===== config.mk =====
export PLATFORM = sky130hd
export DESIGN_NAME = ifid_skid_reg
export DESIGN_NICKNAME = d
export VERILOG_FILES = /design/src/rtl/ifid_pkg.sv /design/src/rtl/ifid_entry_reg.sv /design/src/rtl/ifid_skid_reg.sv
export SDC_FILE = /design/constraint.sdc
export NUM_CORES = 1
export LEC_CHECK = 0
export CAP_MARGIN = 10
export CORE_MARGIN = 4
export CORE_UTILIZATION = 46
export CTS_BUF_LIST = sky130_fd_sc_hd__clkbuf_16
export DETAILED_ROUTE_END_ITERATION = 8
export GPL_ROUTABILITY_DRIVEN = 0
export PLACE_DENSITY = 0.8
export SLEW_MARGIN = 25
export SYNTH_ARGS = -nofsm -noshare
export SYNTH_HDL_FRONTEND = slang
export SYNTH_SLANG_ARGS = --single-unit

===== constraint.sdc =====
create_clock -name clk -period 1.5 [get_ports clk]
set_input_delay 0.3 -clock clk [delete_from_list [all_inputs] [get_ports clk]]
set_output_delay 0.3 -clock clk [all_outputs]
set_load 0.01 [all_outputs]

===== src/rtl/ifid_pkg.sv =====
// Shared definitions for the IF/ID skid-buffered pipeline register.
package ifid_pkg;

  // Default field widths for a 32-bit MIPS datapath
  localparam int DEF_PC_W    = 32;
  localparam int DEF_INSTR_W = 32;

  // sll $0,$0,0 -- the canonical MIPS bubble
  localparam logic [31:0] NOP_INSTR = 32'h0000_0000;

  // Occupancy of the two-entry buffer
  typedef enum logic [1:0] {
    EMPTY = 2'b00,
    ONE   = 2'b01,
    FULL  = 2'b10
  } ifid_state_t;

endpackage


===== src/rtl/ifid_entry_reg.sv =====
// One PC + instruction storage entry: load-enabled, clearable to a bubble.
module ifid_entry_reg
  import ifid_pkg::*;
#(
  parameter int PC_W    = DEF_PC_W,
  parameter int INSTR_W = DEF_INSTR_W
) (
  input  logic               clk,
  input  logic               arst_n,
  input  logic               load,
  input  logic               clear,
  input  logic [PC_W-1:0]    d_pc,
  input  logic [INSTR_W-1:0] d_instr,
  output logic [PC_W-1:0]    q_pc,
  output logic [INSTR_W-1:0] q_instr
);

  // Clear wins over load so a flushed or drained entry always reads as a NOP bubble
  always_ff @(posedge clk or negedge arst_n) begin
    if (!arst_n) begin
      q_pc    <= '0;
      q_instr <= INSTR_W'(NOP_INSTR);
    end else if (clear) begin
      q_pc    <= '0;
      q_instr <= INSTR_W'(NOP_INSTR);
    end else if (load) begin
      q_pc    <= d_pc;
      q_instr <= d_instr;
    end
  end

endmodule


===== src/rtl/ifid_skid_reg.sv =====
// Two-entry skid buffer between fetch and decode; in_ready and out_valid are
// registered so decode stalls never reach fetch through combinational logic.
module ifid_skid_reg
  import ifid_pkg::*;
#(
  parameter int PC_W    = DEF_PC_W,
  parameter int INSTR_W = DEF_INSTR_W
) (
  input  logic               clk,
  input  logic               arst_n,
  input  logic               flush,
  input  logic               in_valid,
  output logic               in_ready,
  input  logic [PC_W-1:0]    in_pc,
  input  logic [INSTR_W-1:0] in_instr,
  output logic               out_valid,
  input  logic               out_ready,
  output logic [PC_W-1:0]    out_pc,
  output logic [INSTR_W-1:0] out_instr
);

  ifid_state_t        state;
  ifid_state_t        next_state;
  logic               in_fire;
  logic               out_fire;
  logic               main_load;
  logic               main_clear;
  logic               skid_load;
  logic               skid_clear;
  logic [PC_W-1:0]    main_d_pc;
  logic [INSTR_W-1:0] main_d_instr;
  logic [PC_W-1:0]    skid_pc;
  logic [INSTR_W-1:0] skid_instr;

  assign in_fire  = in_valid & in_ready;
  assign out_fire = out_valid & out_ready;

  // Occupancy transitions; flush empties the buffer regardless of handshakes
  always_comb begin
    next_state = state;
    if (flush) begin
      next_state = EMPTY;
    end else begin
      case (state)
        EMPTY:   if (in_fire) next_state = ONE;
        ONE: begin
          if (in_fire && !out_fire)      next_state = FULL;
          else if (!in_fire && out_fire) next_state = EMPTY;
        end
        FULL:    if (out_fire) next_state = ONE;
        default: next_state = EMPTY;
      endcase
    end
  end

  // Entry enables: main refills from skid when draining FULL, otherwise from fetch
  always_comb begin
    main_load    = 1'b0;
    main_clear   = 1'b0;
    skid_load    = 1'b0;
    skid_clear   = 1'b0;
    main_d_pc    = in_pc;
    main_d_instr = in_instr;
    if (state == FULL) begin
      main_d_pc    = skid_pc;
      main_d_instr = skid_instr;
    end
    if (flush) begin
      main_clear = 1'b1;
      skid_clear = 1'b1;
    end else begin
      case (state)
        EMPTY:   main_load = in_fire;
        ONE: begin
          main_load  = in_fire & out_fire;
          skid_load  = in_fire & ~out_fire;
          main_clear = out_fire & ~in_fire;
        end
        FULL: begin
          main_load  = out_fire;
          skid_clear = out_fire;
        end
        default: begin
          main_clear = 1'b1;
          skid_clear = 1'b1;
        end
      endcase
    end
  end

  // Registered state and handshake outputs derived from the next occupancy
  always_ff @(posedge clk or negedge arst_n) begin
    if (!arst_n) begin
      state     <= EMPTY;
      in_ready  <= 1'b0;
      out_valid <= 1'b0;
    end else begin
      state     <= next_state;
      in_ready  <= (next_state != FULL);
      out_valid <= (next_state != EMPTY);
    end
  end

  ifid_entry_reg #(.PC_W(PC_W), .INSTR_W(INSTR_W)) u_main (
    .clk     (clk),
    .arst_n  (arst_n),
    .load    (main_load),
    .clear   (main_clear),
    .d_pc    (main_d_pc),
    .d_instr (main_d_instr),
    .q_pc    (out_pc),
    .q_instr (out_instr)
  );

  ifid_entry_reg #(.PC_W(PC_W), .INSTR_W(INSTR_W)) u_skid (
    .clk     (clk),
    .arst_n  (arst_n),
    .load    (skid_load),
    .clear   (skid_clear),
    .d_pc    (in_pc),
    .d_instr (in_instr),
    .q_pc    (skid_pc),
    .q_instr (skid_instr)
  );

endmodule


# [Yosys cells after proc, flatten, opt, wreduce, memory -nomap -nowiden]
# Index checks and enable logic that the tools add are counted.
[totals] regBits=132 inputBits=69 output_inout_bits=66 wordCells=51
[op_classes] eq_ne=3 n_mux=24 bitwise_logic=7 reduce_logical=10
[op_table] operator="32-bit two-way mux" n=10
[op_table] operator="2-bit two-way mux" n=5
[op_table] operator="2-bit case mux with 3 select lines" n=1
[op_table] operator="2-bit nonzero test" n=3
[op_table] operator="1-bit AND" n=5
[op_table] operator="1-bit two-way mux" n=5
[op_table] operator="1-bit case mux with 2 select lines" n=2
[op_table] operator="2-bit OR reduction" n=2
[op_table] operator="1-bit case mux with 3 select lines" n=1
[op_table] operator="2-bit by 1-bit equality test with 1-bit output, second input constant" n=1
[op_table] operator="2-bit equality test, second input constant" n=1
[op_table] operator="1-bit logical AND" n=2
[op_table] operator="1-bit logical NOT" n=2
[op_table] operator="2-bit logical NOT" n=1
[op_table] operator="2-bit inequality test, second input constant" n=1
[op_table] operator="1-bit NOT" n=2

# [Depth between registers and ports, before layout]
[logic_depth] word_depth=8 mapped_depth=7 mapped_depth_nobuf=4

# [Modules after synthesis]
# Synthesis repeated with hierarchy kept, for this count alone.
[unflattened] cells_unflattened=646 area_unflattened_um2=6368.6
[by_module_without_submodules] module="ifid_entry_reg" n_inst=2 cells_each=206 area_each_um2=2611.3 seq_area_each_um2=1601.5
[by_module_without_submodules] module="ifid_skid_reg" n_inst=1 cells_each=234 area_each_um2=1146.1 seq_area_each_um2=100.1

# [Least setup slack after synthesis]
# OpenSTA, ideal clock, no wires.
[synth_path] kind="reg2reg" from="register out_valid" to="register u_main.q_instr[10]" setup_time_ns=0.065 arrival_ns=1.448 required_time_ns=1.435 slack_ns=-0.013 path_stages_with_launch=6 path_buffers=1 synth_period_minus_slack_ns=1.513 cell_sequence="dfrtp_1 and2_1 a21o_1 a21oi_2 buf_2 o211a_1"
[synth_between] elab_chain_cells=5 elab_cells_between_ends=9 classes_between="mux (5); bitwise (3); reduce/logical (1)"
[synth_rtl] item="from (decl)" line="ifid_skid_reg.sv:16" source="output logic out_valid,"
[synth_rtl] item="from (signal assigned)" line="ifid_skid_reg.sv:100" source="out_valid <= (next_state != EMPTY);"
[synth_rtl] item="1-bit AND (*)" line="ifid_skid_reg.sv:36" source="assign out_fire = out_valid & out_ready;"
[synth_rtl] item="1-bit AND, on equally long branches" line="ifid_skid_reg.sv:75, ifid_skid_reg.sv:77"
[synth_rtl] item="1-bit case mux with 3 select lines or 1-bit case mux with 2 select lines (tied branches)" line="ifid_skid_reg.sv:72" source="case (state)"
[synth_rtl] item="1-bit two-way mux" line="ifid_skid_reg.sv:68" source="if (flush) begin"
[synth_rtl] item="2-bit nonzero test (no line) or 32-bit two-way mux (tied branches)"
[synth_rtl] item="to (signal assigned)" line="ifid_entry_reg.sv:22" source="q_instr <= INSTR_W'(NOP_INSTR);"
[synth_rtl] item="to (signal assigned)" line="ifid_entry_reg.sv:25" source="q_instr <= INSTR_W'(NOP_INSTR);"
[synth_rtl] item="to (signal assigned)" line="ifid_entry_reg.sv:28" source="q_instr <= d_instr;"
[synth_rtl] item="to (decl)" line="ifid_entry_reg.sv:15" source="output logic [INSTR_W-1:0] q_instr"
# Mark *: on every way between the ends. The rest lies on a longest branch, timed or not.
# A chain may end at the register's enable or synchronous reset.

# [Worst setup path in the final report]
[layout_path] from="register state[1]" to="register u_main.q_pc[4]"
[layout_between] elab_chain_cells=5 elab_cells_between_ends=12 classes_between="eq/ne (2); mux (7); reduce/logical (3)"
[layout_rtl] item="from (decl)" line="ifid_skid_reg.sv:22" source="ifid_state_t state;"
[layout_rtl] item="from (signal assigned)" line="ifid_skid_reg.sv:98" source="state <= next_state;"
[layout_rtl] item="2-bit equality test or 2-bit logical NOT (tied branches)" line="ifid_skid_reg.sv:64, ifid_skid_reg.sv:72"
[layout_rtl] item="2-bit OR reduction (no line)"
[layout_rtl] item="1-bit case mux with 2 select lines" line="ifid_skid_reg.sv:72"
[layout_rtl] item="1-bit two-way mux" line="ifid_skid_reg.sv:68"
[layout_rtl] item="32-bit two-way mux or 2-bit nonzero test (tied branches)"
[layout_rtl] item="to (signal assigned)" line="ifid_entry_reg.sv:27" source="q_pc <= d_pc;"
[layout_rtl] item="to (decl)" line="ifid_entry_reg.sv:14" source="output logic [PC_W-1:0] q_pc,"
# Several ways; a longest one is shown, not always the timed one. The select of a mux whose other input is x is not followed.

==> flow_summary.toml <==
[status]
outcome = "finished, violations left"
violations = "negative setup slack"

[floorplanning]
rows = 41
chipHeight_um = 122
start_util_pct = 47.3
design.die.area_mm2 = 0.0149
die_x_um = 122
io_pins = 135
coreArea_mm2 = 0.0127

[timing]
fin_crit_sh_pct = 117
layout_min_cycle_time_ns = 1.75
tightestPinTransition_ns = 0.373
rsz0062_at_grt = "true"
fmax_ghz = 0.572
fin_setup_tns_ns = -17.70
drv_slew = 0
worst_slack_ns = -0.249
slew_headroom_pct = 75.1
finalClockSkew_ns = 0.0115
setup_viol = 123
hold_viol = 0

[final_layout]
seqCellArea_mm2 = 0.00330
syn_to_final_growth_pct = 61.5
fin_nets = 909
antenna_cells = 0
multi_input_area_mm2 = 0.00299
layout-drive-gt1-share_pct = 24.8
nFillCells = 785

[power_and_ir_drop]
clkPwrFrac_pct = 33.2
ir_drop_v = 0.000766
power_frac_seq_pct = 38.9
pwr-share-comb_pct = 27.8
p_int_w = 0.00742
p_leak_nw = 5.07
switchingPower_w = 0.00314
power_w = 0.0106
switching_share_pct = 29.7
p_per_area_mw_per_mm2 = 1090

[route]
first_pass_iters = 7
via_per_inst = 6.16
wl_per_cell_um = 22.2
wl_mm = 22.7
drc = 0
ant_nets = 0
initialDrtViolationCount = 883
vias = 6282

[setup_path]
r2r_start = "state[1]"
reg2reg_slack_ns = -0.25
critical_path_class = "flip-flop to flip-flop"
startpoint_type = "flip-flop"
reg2regPathDepth = 8
cp.required_ns = 1.78
worstPathArrival_ns = 2.03
reg2reg_to = "u_main.q_pc[4]"
cp_max_fo = 6
cp-end-kind = "flip-flop"

[yosys]
ys_warn_count = 0
synth_top_cell_area_share_pct = 55.1
syn_avg_cell_area_um2 = 9.04
synth-seq-cells = 132
netlist_area_mm2 = 0.00599
synth.area.top_cells = "dfrtp_1 (55%), nand2_1 (16%), o211a_1 (11%), a21oi_1 (5.5%), nand3_1 (5.3%)"
ys_seq_area_share_pct = 55.1
yosysTopAreaCell = "dfrtp_1"
synth_cell_types = 25
synth_fp_nets = 732
synth_cells = 663

[global_routing]
antenna_found_initial = 0
grt_max_degree = 68
grtUsageTotal_pct = 25.9
grt_pass1_wl_mm = 30.2
gr-total-overflow = 0
grt_pass1_vias = 5951

[place]
hpwl_mm = 10.8
port_buffers = 134

[cts]
clk_pin_slew_ns = 0.06
htree_levels = 4
cts_tree = "done"
root_buffer = "clkbuf_16"
clk_latency_ns = 0.42
cts_made_buffers = 17
cts.path.max_buffers = 2
clkSinkCount = 132

[job]
maxCapViolCount = 0

[hold_path]
hp-class = "primary input to asynchronous set/reset pin"
-- through the flow --
stage | utilization [%] | setup WS [ns] | instance area (um2) | hold slack (ns) | cells
final | 76.4 | -0.249 | 9680 | 0.316 | 1020
after CTS | 69.3 | -0.135 | 8780 | 0.308 | 998
after floorplan | - | 0.00660 | 6000 | 0.00441 | 663
after global routing | 76.4 | -0.322 | 9680 | 0.335 | 1020
after detailed placement | 61.2 | -0.571 | 7750 | 0.197 | 944
after global placement | 61.2 | -0.454 | 7750 | 0.192 | 944
-- worst max-delay path by stage --
stage	end	slack (ns)	cells past startpoint	startpoint
2_1_floorplan	u_main.q_pc[25]	0.007	7	state[1]
3_3_place_gp	u_main.q_pc[8]	-0.45	7	in_valid
3_5_place_dp	u_main.q_pc[17]	-0.57	7	in_valid
4_1_cts	u_main.q_instr[31]	-0.14	8	state[1]
5_1_grt	u_skid.q_instr[14]	-0.32	7	state[1]
6_report	u_main.q_pc[4]	-0.25	8	state[1]
-- cells by family (layout without fill, tap and decap cells) --
kind of cell           Yosys count  count (layout)  synth area share, %
flip-flops                     132             132                 55.1
AND/OR/NAND/NOR                337             337                 23.1
buffers and inverters           57             242                 4.74
AO/OA/AOI/OAI                  137             137                 17.1
-- cells in the final DEF (no fill, tap or decap), drive strengths merged, types with 2 or more instances in the layout --
cell and count:
a21o 2, a21oi 67, buf 67, clkbuf 29, clkdlybuf4s50 67, clkinv 7, dfrtp 132, dlygate4sd2 66
inv 3, nand2 261, nand2b 3, nand3 64, nand4b 2, nor2 2, o211a 64
-- worst max-delay path, cell delays in order (launching register included) --
cell and delay (ns):
dfrtp_1 0.40, nand3b_1 0.19, o211ai_1 0.20, buf_4 0.18
buf_8 0.13, buf_12 0.14, buf_12 0.14, nand3_2 0.07
o211a_1 0.17
-- cell type report --
class                           count  share of cell area (%)
Clock buffer                       17                    4.39
Clock inverter                     10                   0.517
Sequential cell                   132                    34.1
Tap cell                          172                    2.22
Timing Repair Buffer              214                    27.8
Multi-Input combinational cell    474                    30.9
Inverter                            1                  0.0388
-- power by group through the flow --
| stage | clock, W | sequential [W] | combinational (W) |
|---|---|---|---|
| floorplan | 0 | 0.00421 | 0.000844 |
| global placement | 0 | 0.00413 | 0.00204 |
| detailed placement | 0 | 0.00415 | 0.00210 |
| CTS | 0.00347 | 0.00408 | 0.00244 |
| global route | 0.00366 | 0.00413 | 0.00308 |
| finish | 0.00351 | 0.00411 | 0.00294 |
-- repair_timing --
item / 4_1_cts / 5_1_grt
setup endpoints to repair: 130 / 128
cloned: 12 / 14
setup buffers: 14 / 10
resized for setup: 99 / 133
pin swaps: 7 / 86
hold endpoints to repair: 16 / 0
hold buffers: 1 / 0
-- routing by layer --
layer,vias to the layer above,part of all wire [%],GRT usage [%]
li1,2610,-,-
met1,3094,37,33.6
met2,476,49,41.4
met3,102,9.3,7.10
met4,0,4.4,10.2
met5,-,0,0
-- flip-flops by register name, summed over array words and instances (netlist names) --
signal / cells
state: 2
in_ready: 1
u_main.q_instr: 32
u_skid.q_pc: 32
out_valid: 1
u_skid.q_instr: 32
u_main.q_pc: 32
-- synthesized netlist by cell type, drive strengths merged --
library cell  number
clkbuf            11
buf               45
and2               1
nand4b             2
o21ai              1
a211o              1
nand3             64
o21bai             1
nand2            261
o211a             64
nand2b             3
nor2b              1
nor2               2
a21o               2
a21oi             67
nand3b             1
nand4bb            1
dfrtp            132
inv                1
and3               1
o211ai             1
Note: power is estimated with default switching activity, not from simulation.
